<file path="config.mk">
export PLATFORM = sky130hd
export DESIGN_NAME = check_node_unit
export DESIGN_NICKNAME = d
export VERILOG_FILES = /design/src/rtl/check_node_unit.sv
export SDC_FILE = /design/constraint.sdc
export NUM_CORES = 1
export LEC_CHECK = 0
export CAP_MARGIN = 10
export CORE_ASPECT_RATIO = 1.5
export CORE_MARGIN = 2
export CORE_UTILIZATION = 30
export DETAILED_ROUTE_END_ITERATION = 10
export PLACE_DENSITY = 0.49
export SETUP_SLACK_MARGIN = 0.2
export SLEW_MARGIN = 10
export SYNTH_ARGS = -nofsm -noshare
export SYNTH_HDL_FRONTEND = slang
export SYNTH_SLANG_ARGS = --single-unit
</file>
<file path="constraint.sdc">
create_clock -name clk -period 2 [get_ports clk]
set_input_delay 0.4 -clock clk [delete_from_list [all_inputs] [get_ports clk]]
set_output_delay 0.4 -clock clk [all_outputs]
set_load 0.02 [all_outputs]
</file>
<file path="src/rtl/check_node_unit.sv">
// Degree-6 min-sum check node, two-stage pipeline with saturating parity-fail counter.
// Define CNU_OFFSET_EN to build the offset min-sum variant (selected magnitude minus one, floored at zero).
module check_node_unit (
   input  logic            clk,
   input  logic            rst,
   input  logic            en,
   input  logic            in_valid,
   input  logic [5:0][5:0] X,
   input  logic            clr_fail,
   output logic [5:0][4:0] Y,
   output logic            out_valid,
   output logic            parity_ok,
   output logic [7:0]      fail_cnt
);

   logic [3:0] c_min1, c_min2;
   logic [2:0] c_idx1;
   logic       c_sign_all, c_hd_par;
   logic [5:0] c_signs;

   logic [3:0] s1_min1, s1_min2;
   logic [2:0] s1_idx1;
   logic       s1_sign_all, s1_hd_par, s1_v;
   logic [5:0] s1_signs;

   logic [5:0][4:0] y_next;

   // Strict compare keeps the lowest lane as idx1 on ties; the tied value falls into min2.
   always_comb begin
      c_min1     = 4'hF;
      c_min2     = 4'hF;
      c_idx1     = 3'd0;
      c_sign_all = 1'b0;
      c_hd_par   = 1'b0;
      c_signs    = '0;
      for (int i = 0; i < 6; i++) begin
         c_signs[i] = X[i][4];
         c_sign_all = c_sign_all ^ X[i][4];
         c_hd_par   = c_hd_par ^ X[i][5];
         if (X[i][3:0] < c_min1) begin
            c_min2 = c_min1;
            c_min1 = X[i][3:0];
            c_idx1 = 3'(i);
         end else if (X[i][3:0] < c_min2) begin
            c_min2 = X[i][3:0];
         end
      end
   end

   always_comb begin
      logic [3:0] mag;
      logic       sgn;
      y_next = '0;
      for (int i = 0; i < 6; i++) begin
         mag = (s1_idx1 == 3'(i)) ? s1_min2 : s1_min1;
`ifdef CNU_OFFSET_EN
         if (mag != 4'd0)
            mag = mag - 4'd1;
`endif
         sgn       = (mag == 4'd0) ? 1'b0 : (s1_sign_all ^ s1_signs[i]);
         y_next[i] = {sgn, mag};
      end
   end

   always_ff @(posedge clk or posedge rst) begin
      if (rst) begin
         s1_min1     <= '0;
         s1_min2     <= '0;
         s1_idx1     <= '0;
         s1_sign_all <= 1'b0;
         s1_signs    <= '0;
         s1_hd_par   <= 1'b0;
         s1_v        <= 1'b0;
         Y           <= '0;
         out_valid   <= 1'b0;
         parity_ok   <= 1'b0;
      end else if (en) begin
         s1_min1     <= c_min1;
         s1_min2     <= c_min2;
         s1_idx1     <= c_idx1;
         s1_sign_all <= c_sign_all;
         s1_signs    <= c_signs;
         s1_hd_par   <= c_hd_par;
         s1_v        <= in_valid;
         Y           <= y_next;
         out_valid   <= s1_v;
         parity_ok   <= ~s1_hd_par;
      end
   end

   // Clear is not gated by en and takes priority over a same-edge increment.
   always_ff @(posedge clk or posedge rst) begin
      if (rst)
         fail_cnt <= 8'd0;
      else if (clr_fail)
         fail_cnt <= 8'd0;
      else if (en && s1_v && s1_hd_par && (fail_cnt != 8'hFF))
         fail_cnt <= fail_cnt + 8'd1;
   end

endmodule

</file>
Yosys cells after proc, flatten, opt, wreduce, memory -nomap -nowiden
Index checks and enable logic that the tools add are counted.

operators by class
  add/subtract/negate cells = 1
  bitwise logic cells = 17
  multiplexer cells = 35
  reductions and logical operators = 11
  magnitude comparators = 11
  eq/ne operators = 6

operator list
  kind                                                                   count
  4-bit two-way mux                                                      22
  4-bit less-than comparator                                             9
  4-bit logical NOT                                                      6
  8-bit two-way mux                                                      2
  1-bit XOR                                                              16
  3-bit two-way mux                                                      4
  8-bit by 1-bit adder with 8-bit output, second input constant          1
  4-bit less-than comparator, second input constant                      2
  8-bit inequality test, second input constant                           1
  1-bit two-way mux                                                      7
  3-bit by 2-bit equality test with 1-bit output, second input constant  2
  3-bit equality test, second input constant                             2
  3-bit by 1-bit equality test with 1-bit output, second input constant  1
  1-bit logical AND                                                      3
  3-bit logical NOT                                                      1
  2-bit nonzero test                                                     1
  1-bit inverter                                                         1

storage, ports and cells
  logic and storage cells = 97
  output and inout bits = 40
  bits in registers = 60
  input bits = 41

Depth between registers and ports, before layout
  depth after elaboration = 16
  gate-level depth with buffers = 44
  depth with buffers taken out = 42

Worst setup path before layout
No wires, ideal clock.

  kind = input to register
  from = input X[2] (netlist name)
  to = register s1_min2[2]
  setup slack = -5640 ps
  path buffers = 3
  data required time = 1913 ps
  library setup time = 87 ps
  stages = 42
  arrival time = 7553 ps
  cells stage by stage = inv_1 > ha_1 > o21ba_1 > or2_0 > buf_6 > nand2_1 > a21o_1 > inv_1 > ha_1 > a21o_1 > a211oi_1 > or2_2 > a21boi_1 > mux2i_1 > ha_1 > nand2_1 > nor2_1 > o21a_1 > (+6 left out) > ha_1 > o311a_1 > nand2_1 > a2111oi_0 > nor2_1 > o211a_1 > clkbuf_1 > and2_1 > a311oi_1 > ha_1 > o21a_1 > o21ai_0 > nand2b_1 > nand2_1 > a211oi_2 > a21oi_1 > or3_1 > o211ai_1

between the ends
  word-level cells in the longest chain between the ends = 16
  elaborated cells on any way between the ends = 24
  those cells by class = order compare: 10; mux: 14

ends and longest elaborated chain
  element                     line    text
  from (decl)                 8       input logic [5:0][5:0] X,
  4-bit less-than comparator  40, 44
  4-bit two-way mux (*)       40, 44
  4-bit less-than comparator  40      if (X[i][3:0] < c_min1) begin
  4-bit two-way mux           40
  4-bit less-than comparator  44      end else if (X[i][3:0] < c_min2) begin
  4-bit two-way mux           44
  4-bit two-way mux           40
  4-bit less-than comparator  44
  4-bit two-way mux           44
  4-bit two-way mux           40
  4-bit less-than comparator  44
  4-bit two-way mux           44
  4-bit two-way mux           40
  4-bit less-than comparator  44
  4-bit two-way mux           44
  4-bit two-way mux (*)       40
  to (signal assigned)        79      s1_min2 <= c_min2;
  to (decl)                   21      logic [3:0] s1_min1, s1_min2;

Every way passes the cells marked *; elsewhere a longest branch is shown, timed or not.
A chain may end at the register's enable or synchronous reset.

Worst setup path in the final report
  from = input X[9] (netlist name)
  to = register s1_min2[2]

between the ends
  word-level cells in the longest chain between the ends = 15
  elaborated cells on any way between the ends = 24
  those cells by class = order compare: 10; mux: 14

ends and longest elaborated chain
  element                     line
  4-bit less-than comparator  44
  4-bit two-way mux           44
  4-bit two-way mux           40
  4-bit less-than comparator  44
  4-bit two-way mux           44
  4-bit two-way mux           40
  4-bit less-than comparator  44
  4-bit two-way mux           44
  4-bit two-way mux           40
  4-bit less-than comparator  44
  4-bit two-way mux           44
  4-bit two-way mux           40
  4-bit less-than comparator  44
  4-bit two-way mux           44
  4-bit two-way mux (*)       40

Marked as above.

==> flow_summary_export.csv <==
group,metric,value,unit
outcome,status,"finished with violations",
outcome,violations,"negative setup slack",
sta,whs,0.4670,ns
floorplan,io-pin-count,81,
clock_tree,cts_buffer_depth,2,
routing,dr.pass1.iters,4,
layout,area_growth,63.59,%
grt,grt_pass1_vias,4703,
sta,slew_headroom,0.7340,
routing,drc,0,
grt,grt_max_degree,61,
critical_path,cp.required,2.23,ns
sta,max_freq,145.9,MHz
yosys,ys.flop_type,"dfrtp_1",
clock_tree,cts.htree.levels,3,
critical_path,crit_fanout,7,
yosys,async_flop_share,1.000,
clock_tree,clkTransAtPathRegs,0.05,ns
grt,grt_pass1_wl,22130,um
floorplan,core_area,14530,sq um
critical_path,max_stage_delay,0.37,ns
power,ir_worst_vdd,0.4810,mV
yosys,yosysSeqAreaShare,0.3376,
routing,via_count,4447,
sta,hold_viol_final,0,
yosys,synthCells,508,
critical_path,critical_path_arrival,7.08,ns
yosys,synth_edf_count,0,
floorplan,fp.dieH,153.1,um
sta,rsz0062_at_grt,"true",
placement,placed_area,6357,sq um
sta,setup_violations,11,
layout,final-instance-count-excl-fill,917,
routing,drt-total-wl,13510,um
layout,drive_above_1_share,0.3648,
clock_tree,clk_root_buffer_cell,"clkbuf_16",
routing,ant_nets,0,
clock_tree,cts_hold_buf,0,
floorplan,start_util,0.3061,
yosys,ys_ff_latch,60,
yosys,ys.warnings.count,0,
layout,fin_area,7274,sq um
yosys,syn-num-nets,583,
clock_tree,cts_sinks,60,
yosys,avgSynthCellArea,8.753,sq um
layout,nets,792,
critical_path,start_kind,"input port",
placement,port_buffers,80,
critical_path,path_delay_family,"compound AO/OA/AOI/OAI gates",
grt,grt_antenna_before_repair,0,
floorplan,die_width,103.4,um
critical_path,cp_common_cell,"ha_4",
sta,max_slew.worst_pin.slew,0.3990,ns
sta,setup_ws,-4.852,ns
yosys,syn_area,4447,sq um
grt,grt-ovfl-total,0,
routing,drt_iter0_drc,121,
sta,finalMaxSlewViolations,0,
power,power_leakage,3.235,nW
power,power_density,935.7,nW/um^2
critical_path,slowest_stage,"or3_4",
placement,dp_hpwl,10820,um
layout,antenna_cells,0,
layout,final_util,0.5008,
placement,globalplace.congestion,0.8468,
sta,period_share,3.426,
floorplan,die-area,15830,sq um
clock_tree,cts_tree,"yes",
grt,track_usage,0.1766,
yosys,synthDistinctLibCells,67,
critical_path,crit_buf_inv,3,
job,max-cap-violations,0,
clock_tree,clk_latency,0.32,ns
worst_hold_path,hold_class,"flip-flop to flip-flop",
routing,via_per_inst,4.850,
sta,skew,0.008337,ns
clock_tree,numCtsBuffers,9,
routing,wl_per_cell,14.73,um
critical_path,crit_type,"input port to flip-flop",
floorplan,num_rows,54,
critical_path,end_kind,"flip-flop",
placement,dpl.cell_count,874,
sta,period_minus_slack,6.852,ns
==> what timing repair did <==
item                       CTS  global route
pin swaps                   63            39
setup endpoints to repair   11            14
setup buffers               21             7
resized for setup           93            31
==> flip-flops by register name, indices dropped and copies added, names as in the netlist <==
| name | cells |
|---|---|
| s1_sign_all | 1 |
| Y | 30 |
| parity_ok | 1 |
| s1_v | 1 |
| s1_idx1 | 3 |
| s1_hd_par | 1 |
| fail_cnt | 8 |
| s1_signs | 6 |
| s1_min1 | 4 |
| out_valid | 1 |
| s1_min2 | 4 |
==> per-layer routing <==
metal  track usage  vias to the layer above  share of wire
met2        0.3465                       84           0.58
met3       0.02835                       25          0.029
met5             0                        -              0
met4       0.06454                        0          0.025
met1        0.1774                     2110           0.37
li1              -                     2228              -
==> cell type report <==
cell class | count | area (sq um)
inverters | 38 | 148.9
clock buffers | 14 | 274.0
well taps | 196 | 245.2
fillers | 1402 | 7252
clock inverters | 1 | 30.03
multi-input cells | 387 | 3177
flip-flops and latches | 60 | 1501
repair buffers | 221 | 1898
==> Yosys cell counts (all sizes together) (2+ instances only) <==
| cell | instances | share of area |
|---|---|---|
| mux2i | 29 | 0.065 |
| or3 | 2 | 0.0028 |
| a2111oi | 3 | 0.010 |
| nor3 | 9 | 0.010 |
| o21a | 8 | 0.014 |
| a21boi | 2 | 0.0034 |
| xor2 | 12 | 0.024 |
| o21ba | 3 | 0.0068 |
| xnor2 | 11 | 0.022 |
| nand4 | 5 | 0.0070 |
| clkbuf | 13 | 0.011 |
| ha | 34 | 0.096 |
| and3 | 4 | 0.0056 |
| a22oi | 2 | 0.0034 |
| a211o | 2 | 0.0039 |
| nand2 | 37 | 0.031 |
| o2111ai | 5 | 0.0098 |
| and2 | 3 | 0.0042 |
| a311oi | 2 | 0.0039 |
| nor3b | 4 | 0.0068 |
| inv | 38 | 0.032 |
| a21oi | 45 | 0.051 |
| maj3 | 2 | 0.0048 |
| o21ai | 29 | 0.033 |
| nand3 | 6 | 0.0068 |
| nor2b | 5 | 0.0070 |
| nor2 | 58 | 0.049 |
| a31oi | 10 | 0.014 |
| buf | 10 | 0.012 |
| a21o | 3 | 0.0051 |
| dfrtp | 60 | 0.34 |
| o211ai | 7 | 0.013 |
| nand3b | 2 | 0.0034 |
| nand2b | 4 | 0.0056 |
| mux2 | 14 | 0.035 |
| or2 | 3 | 0.0042 |
| a211oi | 4 | 0.0079 |
==> worst paths after layout <==
kind	cells past startpoint	start	endpoint	slack, ns
setup reg to reg	7	fail_cnt[2]	fail_cnt[3]	0.33
hold / removal	1	s1_hd_par	parity_ok	0.47
setup / recovery	40	X[9]	s1_min2[2]	-4.85
min in group asynchronous	3	rst	Y[19]	0.50
hold reg to reg	1	s1_hd_par	parity_ok	0.47
max in group asynchronous	3	rst	out_valid	1.23
==> layout by cell type, fill, tap and decap left out, drive strengths merged, types with 12 or more instances in the layout <==
master	Yosys	final
mux2	14	14
nor2	58	58
mux2i	29	29
buf	10	146
a21oi	45	45
dfrtp	60	60
xor2	12	12
o21ai	29	29
nand2	37	37
ha	34	34
clkbuf	13	16
clkdlybuf4s50	0	70
inv	38	37
==> through the flow <==
step	power, mW	setup slack [ns]	setup TNS [ns]
global placement	4.758	-5.567	-60.19
global route	7.277	-5.202	-53.74
detailed placement	4.800	-5.831	-62.20
finish	6.807	-4.852	-50.11
floorplan	3.368	-5.070	-51.88
CTS	6.774	-4.819	-49.71
==> report_power, final <==
part	total [mW]	internal (mW)	switching, mW
Clock	1.55	1.06	0.490
Combinational	3.52	1.87	1.65
Sequential	1.74	1.49	0.253
==> logic make-up after synthesis <==
| group | synth area share |
|---|---|
| and+or+nand+nor | 0.1533 |
| DFF | 0.3376 |
| xor gates and xnor gates | 0.04530 |
| muxes | 0.1007 |
| buffers and inverters | 0.05515 |
| AOI/OAI and AO/OA | 0.2074 |
| adders and majority gates | 0.1005 |
No activity file was read; power rests on OpenSTA's default activity.
